[src/rtl/gcd_lcm_engine.sv]
// gcd_lcm_engine: iterative GCD/LCM unit with valid/ready handshakes on both sides.
// GCD is computed with binary (Stein) reduction, so the GCD path needs no divider.
// LCM is formed as (a / gcd) * b, using a one-bit-per-cycle restoring divide
// followed by one registered WIDTH x WIDTH multiply.
module gcd_lcm_engine #(
    parameter int WIDTH = 8
) (
    input  logic                 clk,
    input  logic                 reset,
    input  logic                 in_valid,
    output logic                 in_ready,
    input  logic                 mode,
    input  logic [WIDTH-1:0]     a,
    input  logic [WIDTH-1:0]     b,
    output logic                 out_valid,
    input  logic                 out_ready,
    output logic [2*WIDTH-1:0]   result,
    output logic                 zero_op,
    output logic                 busy
);

    // k never exceeds WIDTH-1 and the divide counter counts WIDTH-1 down to 0,
    // so both fit in $clog2(WIDTH) bits.
    localparam int KW = $clog2(WIDTH);

    typedef enum logic [2:0] {
        IDLE,
        STRIP,
        REDUCE,
        DIV,
        MUL,
        DONE
    } state_t;

    state_t               state_reg, state_next;
    logic [WIDTH-1:0]     x_reg, x_next;
    logic [WIDTH-1:0]     y_reg, y_next;
    logic [KW-1:0]        k_reg, k_next;
    logic                 m_reg, m_next;
    logic [WIDTH-1:0]     a_reg, a_next;
    logic [WIDTH-1:0]     b_reg, b_next;
    logic [WIDTH-1:0]     g_reg, g_next;
    logic [WIDTH-1:0]     q_reg, q_next;
    logic [WIDTH-1:0]     rem_reg, rem_next;
    logic [KW-1:0]        cnt_reg, cnt_next;
    logic [2*WIDTH-1:0]   result_reg, result_next;
    logic                 zero_op_reg, zero_op_next;

    logic [WIDTH:0]       div_shifted;
    logic [WIDTH:0]       div_diff;
    logic [WIDTH-1:0]     gcd_val;
    logic [2*WIDTH-1:0]   product;

    // State register; reset abandons any job in flight.
    always_ff @(posedge clk) begin
        if (reset) begin
            state_reg <= IDLE;
        end else begin
            state_reg <= state_next;
        end
    end

    // Datapath registers.
    always_ff @(posedge clk) begin
        if (reset) begin
            x_reg       <= '0;
            y_reg       <= '0;
            k_reg       <= '0;
            m_reg       <= 1'b0;
            a_reg       <= '0;
            b_reg       <= '0;
            g_reg       <= '0;
            q_reg       <= '0;
            rem_reg     <= '0;
            cnt_reg     <= '0;
            result_reg  <= '0;
            zero_op_reg <= 1'b0;
        end else begin
            x_reg       <= x_next;
            y_reg       <= y_next;
            k_reg       <= k_next;
            m_reg       <= m_next;
            a_reg       <= a_next;
            b_reg       <= b_next;
            g_reg       <= g_next;
            q_reg       <= q_next;
            rem_reg     <= rem_next;
            cnt_reg     <= cnt_next;
            result_reg  <= result_next;
            zero_op_reg <= zero_op_next;
        end
    end

    // Next-state and datapath update: one reduction / divide / multiply step per cycle.
    always_comb begin
        state_next   = state_reg;
        x_next       = x_reg;
        y_next       = y_reg;
        k_next       = k_reg;
        m_next       = m_reg;
        a_next       = a_reg;
        b_next       = b_reg;
        g_next       = g_reg;
        q_next       = q_reg;
        rem_next     = rem_reg;
        cnt_next     = cnt_reg;
        result_next  = result_reg;
        zero_op_next = zero_op_reg;

        // Restoring-divide step: bring the next dividend bit into the partial remainder.
        div_shifted = {rem_reg, q_reg[WIDTH-1]};
        div_diff    = div_shifted - {1'b0, g_reg};
        gcd_val     = y_reg << k_reg;
        product     = {{WIDTH{1'b0}}, q_reg} * {{WIDTH{1'b0}}, b_reg};

        case (state_reg)
            IDLE: begin
                if (in_valid) begin
                    x_next       = a;
                    y_next       = b;
                    a_next       = a;
                    b_next       = b;
                    m_next       = mode;
                    k_next       = '0;
                    zero_op_next = 1'b0;
                    state_next   = STRIP;
                end
            end

            STRIP: begin
                // Zero operands can only be seen here on the first STRIP cycle,
                // since shifting a nonzero value right while it is even never zeroes it.
                if (x_reg == '0 || y_reg == '0) begin
                    result_next  = m_reg ? '0 : {{WIDTH{1'b0}}, x_reg | y_reg};
                    zero_op_next = 1'b1;
                    state_next   = DONE;
                end else if (!x_reg[0] && !y_reg[0]) begin
                    x_next = x_reg >> 1;
                    y_next = y_reg >> 1;
                    k_next = k_reg + KW'(1);
                end else begin
                    state_next = REDUCE;
                end
            end

            REDUCE: begin
                if (x_reg == '0) begin
                    if (m_reg) begin
                        g_next     = gcd_val;
                        q_next     = a_reg;
                        rem_next   = '0;
                        cnt_next   = KW'(WIDTH - 1);
                        state_next = DIV;
                    end else begin
                        result_next = {{WIDTH{1'b0}}, gcd_val};
                        state_next  = DONE;
                    end
                end else if (!x_reg[0]) begin
                    x_next = x_reg >> 1;
                end else if (!y_reg[0]) begin
                    y_next = y_reg >> 1;
                end else if (x_reg >= y_reg) begin
                    x_next = x_reg - y_reg;
                end else begin
                    y_next = y_reg - x_reg;
                end
            end

            DIV: begin
                // Quotient bits shift into q from the right while dividend bits leave on the left.
                if (div_shifted >= {1'b0, g_reg}) begin
                    rem_next = div_diff[WIDTH-1:0];
                    q_next   = {q_reg[WIDTH-2:0], 1'b1};
                end else begin
                    rem_next = div_shifted[WIDTH-1:0];
                    q_next   = {q_reg[WIDTH-2:0], 1'b0};
                end
                if (cnt_reg == '0) begin
                    state_next = MUL;
                end else begin
                    cnt_next = cnt_reg - KW'(1);
                end
            end

            MUL: begin
                result_next = product;
                state_next  = DONE;
            end

            DONE: begin
                if (out_ready) begin
                    state_next = IDLE;
                end
            end

            default: begin
                state_next = IDLE;
            end
        endcase
    end

    assign in_ready  = (state_reg == IDLE);
    assign busy      = (state_reg != IDLE);
    assign out_valid = (state_reg == DONE);
    assign result    = result_reg;
    assign zero_op   = zero_op_reg;

endmodule

[config.mk]
export PLATFORM = sky130hd
export DESIGN_NAME = gcd_lcm_engine
export DESIGN_NICKNAME = d
export VERILOG_FILES = /design/src/rtl/gcd_lcm_engine.sv
export SDC_FILE = /design/constraint.sdc
export NUM_CORES = 1
export LEC_CHECK = 0
export BUFFER_PORTS_ARGS = -buffer_cell sky130_fd_sc_hd__buf_2
export CAP_MARGIN = 20
export CORE_ASPECT_RATIO = 1.5
export CORE_MARGIN = 1
export CORE_UTILIZATION = 40
export CTS_CLUSTER_DIAMETER = 60
export CTS_CLUSTER_SIZE = 10
export DETAILED_ROUTE_END_ITERATION = 7
export PLACE_DENSITY = 0.6
export RECOVER_POWER = 100
export SLEW_MARGIN = 15
export SYNTH_ARGS = -nofsm -noshare
export SYNTH_HDL_FRONTEND = slang
export SYNTH_SLANG_ARGS = --single-unit
[constraint.sdc]
create_clock -name clk -period 4.2 [get_ports clk]
set_input_delay 0.42 -clock clk [delete_from_list [all_inputs] [get_ports clk]]
set_output_delay 0.42 -clock clk [all_outputs]
set_load 0.1 [all_outputs]
==> results_dict.tcl <==
set metrics [dict create \
    yosysSeqAreaShare_pct 22.4 \
    cts_sinks 83 \
    largest_register_ffs 16 \
    postSynth.asyncResetShare_pct 0 \
    synth_area_leaders "dfxtp_1, ha_1, fa_1" \
    busiest_layer "met2" \
    fp.dieH_microns 169 \
    h-tree-depth 3 \
    critPathArrivalTime_ps 4380 \
    route.detailed.drc 0 \
    ys_top_cells_by_count "nand2_1, inv_1, dfxtp_1" \
    ir_worst_vdd_mv 0.550 \
    cts_root_buf "clkbuf_16" \
    ys_ff_latch 83 \
    internal_power_mw 2.53 \
    overflow 0 \
    worstPathRequired_ps 4440 \
    numCtsBuffers 9 \
    pwr-share-comb_pct 61.8 \
    power.leakage_nw 3.53 \
    initial_core_util_pct 41.0 \
    setup-tns-final_ps 0 \
    grt_max_degree 42 \
    nets 1080 \
    synth_cell_type_count 82 \
    drt_pass1_iterations 7 \
    drv_cap 0 \
    seqPwrFrac_pct 23.1 \
    hp-class "in2reg" \
    fmax_mhz 241 \
    synthCells 893 \
    finish.utilization_pct 46.8 \
    cts_tree "done" \
    viasPerCell 5.50 \
    io_buffers 40 \
    hold_viol_final 0 \
    met2_usage_pct 41.6 \
    fin_crit_ps 4150 \
    drt.antenna.violating_nets 0 \
    grt_use_met3_pct 3.26 \
    syn_nets 1023 \
    die_width_microns 113 \
    clockPowerShare_pct 15.2 \
    period_share_pct 98.7 \
    start_kind "register" \
    crit_fanout 4 \
    track_usage_pct 22.5 \
    rows 60 \
    drt-total-wl_microns 20500 \
    maxSlewViolCount 0 \
    wl_per_cell_microns 17.1 \
    tightest_slew_ps 1200 \
    place_hpwl_microns 16100 \
    place.gp.congestion 0.886 \
    synth_area_per_cell_sq_um 8.31 \
    power.net_switching_mw 2.83 \
    ys.flop_type "dfxtp_1" \
    syn2layout_area_growth_pct 14.1 \
    rsz0062_at_grt "true" \
    relSlewSlack_pct 20.3 \
    cp-end-kind "register" \
    finalSetupViolations 0 \
    drive_above_1_share_pct 15.8 \
    synth_edf_count 0 \
    worstSetupPathType "reg2reg" \
    yosys.area.top_type "dfxtp_1" \
    grt_pass1_vias 6897 \
    netlist.area_leader.share_pct 22.4 \
    outcome "completed" \
    antenna_cells 0 \
    cts.path.max_buffers 2 \
    yosysMostFrequentCell "nand2_1" \
    boundaryPins 41 \
    yosys_warnings 0 \
    finClkSkew_ps 10.7 \
    grt_pass1_wl_microns 33900 \
    fp.dieArea_sq_um 19100 \
    num_vias 6615 \
    clk_latency_ps 360 \
    whs_ps 307 \
    power_density_nw_per_um2 632 \
    switching_share_pct 52.8 \
    drtIter0Drc 333 \
    antenna_found_initial 0 \
    clk_pin_slew_ps 80 \
    coreArea_sq_um 18100 \
    grt_util_met1_pct 25.0 \
    cts_hold_buf 0 \
    syn-cell-area_sq_um 7420 \
]
==> cells in the final DEF, fill, tap and decap left out, types with 27 or more instances in the layout <==
| cell type | instances |
|---|---|
| nand2_1 | 91 |
| nor2_1 | 68 |
| fa_1 | 34 |
| dfxtp_1 | 71 |
| a21oi_1 | 59 |
| buf_4 | 43 |
| and2_1 | 47 |
| ha_1 | 64 |
| nor3_1 | 27 |
| inv_1 | 87 |
==> critical path, cell delays in order (launching register included) <==
cell and delay, ps:
dfxtp_4 360, buf_4 140, and2_4 150, fa_2 350
fa_1 480, fa_1 570, inv_2 40, fa_1 510
inv_2 50, ha_4 210, a21o_1 210, a221oi_4 340
a32oi_2 180, mux2i_1 160, a221oi_2 210, nor2_1 70
==> final timing paths <==
path	start	endpoint	slack [ps]	cells past startpoint
max	b_reg[2]	result[15]	50	15
min	mode	m_reg	310	3
max reg2reg	b_reg[2]	result[15]	50	15
min reg2reg	a_reg[4]	a_reg[4]	460	2
==> cell families after synthesis <==
family / after synthesis / synth area share, %
compound gates: 218 / 22.0
xor+xnor: 23 / 2.71
simple gates: 313 / 20.9
buf+inv: 133 / 7.35
flops: 83 / 22.4
fa+ha+maj: 109 / 22.3
mux: 14 / 2.27
==> routing by layer <==
metal / part of all wire, % / routed length (microns)
met1: 41 / 8330
met2: 52 / 10600
met3: 4.2 / 854
met4: 3.7 / 757
met5: 0 / 0
==> through the flow <==
| stage | power (mW) | cells | area [sq um] | setup slack (ps) |
|---|---|---|---|---|
| 6_report | 5.36 | 1203 | 8470 | 53.5 |
| 3_5_place_dp | 4.60 | 1181 | 8070 | -193 |
| 3_3_place_gp | 4.57 | 1180 | 8060 | -121 |
| 4_1_cts | 5.46 | 1201 | 8490 | 3.62 |
| 2_1_floorplan | 3.79 | 893 | 7460 | -21.7 |
| 5_1_grt | 5.72 | 1203 | 8470 | -82.7 |
==> layout make-up <==
cell class | count | area (sq um)
Fill cell | 1816 | 9620
Multi-Input combinational cell | 677 | 5310
Sequential cell | 83 | 1690
Timing Repair Buffer | 86 | 517
Inverter | 93 | 349
Tap cell | 248 | 310
Clock buffer | 9 | 225
Clock inverter | 7 | 66.3
==> repair_timing <==
item,CTS,global route
resized for setup,35,19
buffers inserted,4,1
pin swaps,18,23
setup endpoints to repair,5,5
==> power groups by stage <==
stage                     registers, mW  logic [mW]  clock network [mW]
after floorplan                    1.27        2.51                   0
after global routing               1.26        3.61               0.850
after CTS                          1.23        3.39               0.831
final                              1.24        3.31               0.813
after global placement             1.24        3.33                   0
after detailed placement           1.24        3.36                   0
No activity file was read; power rests on OpenSTA's default activity.
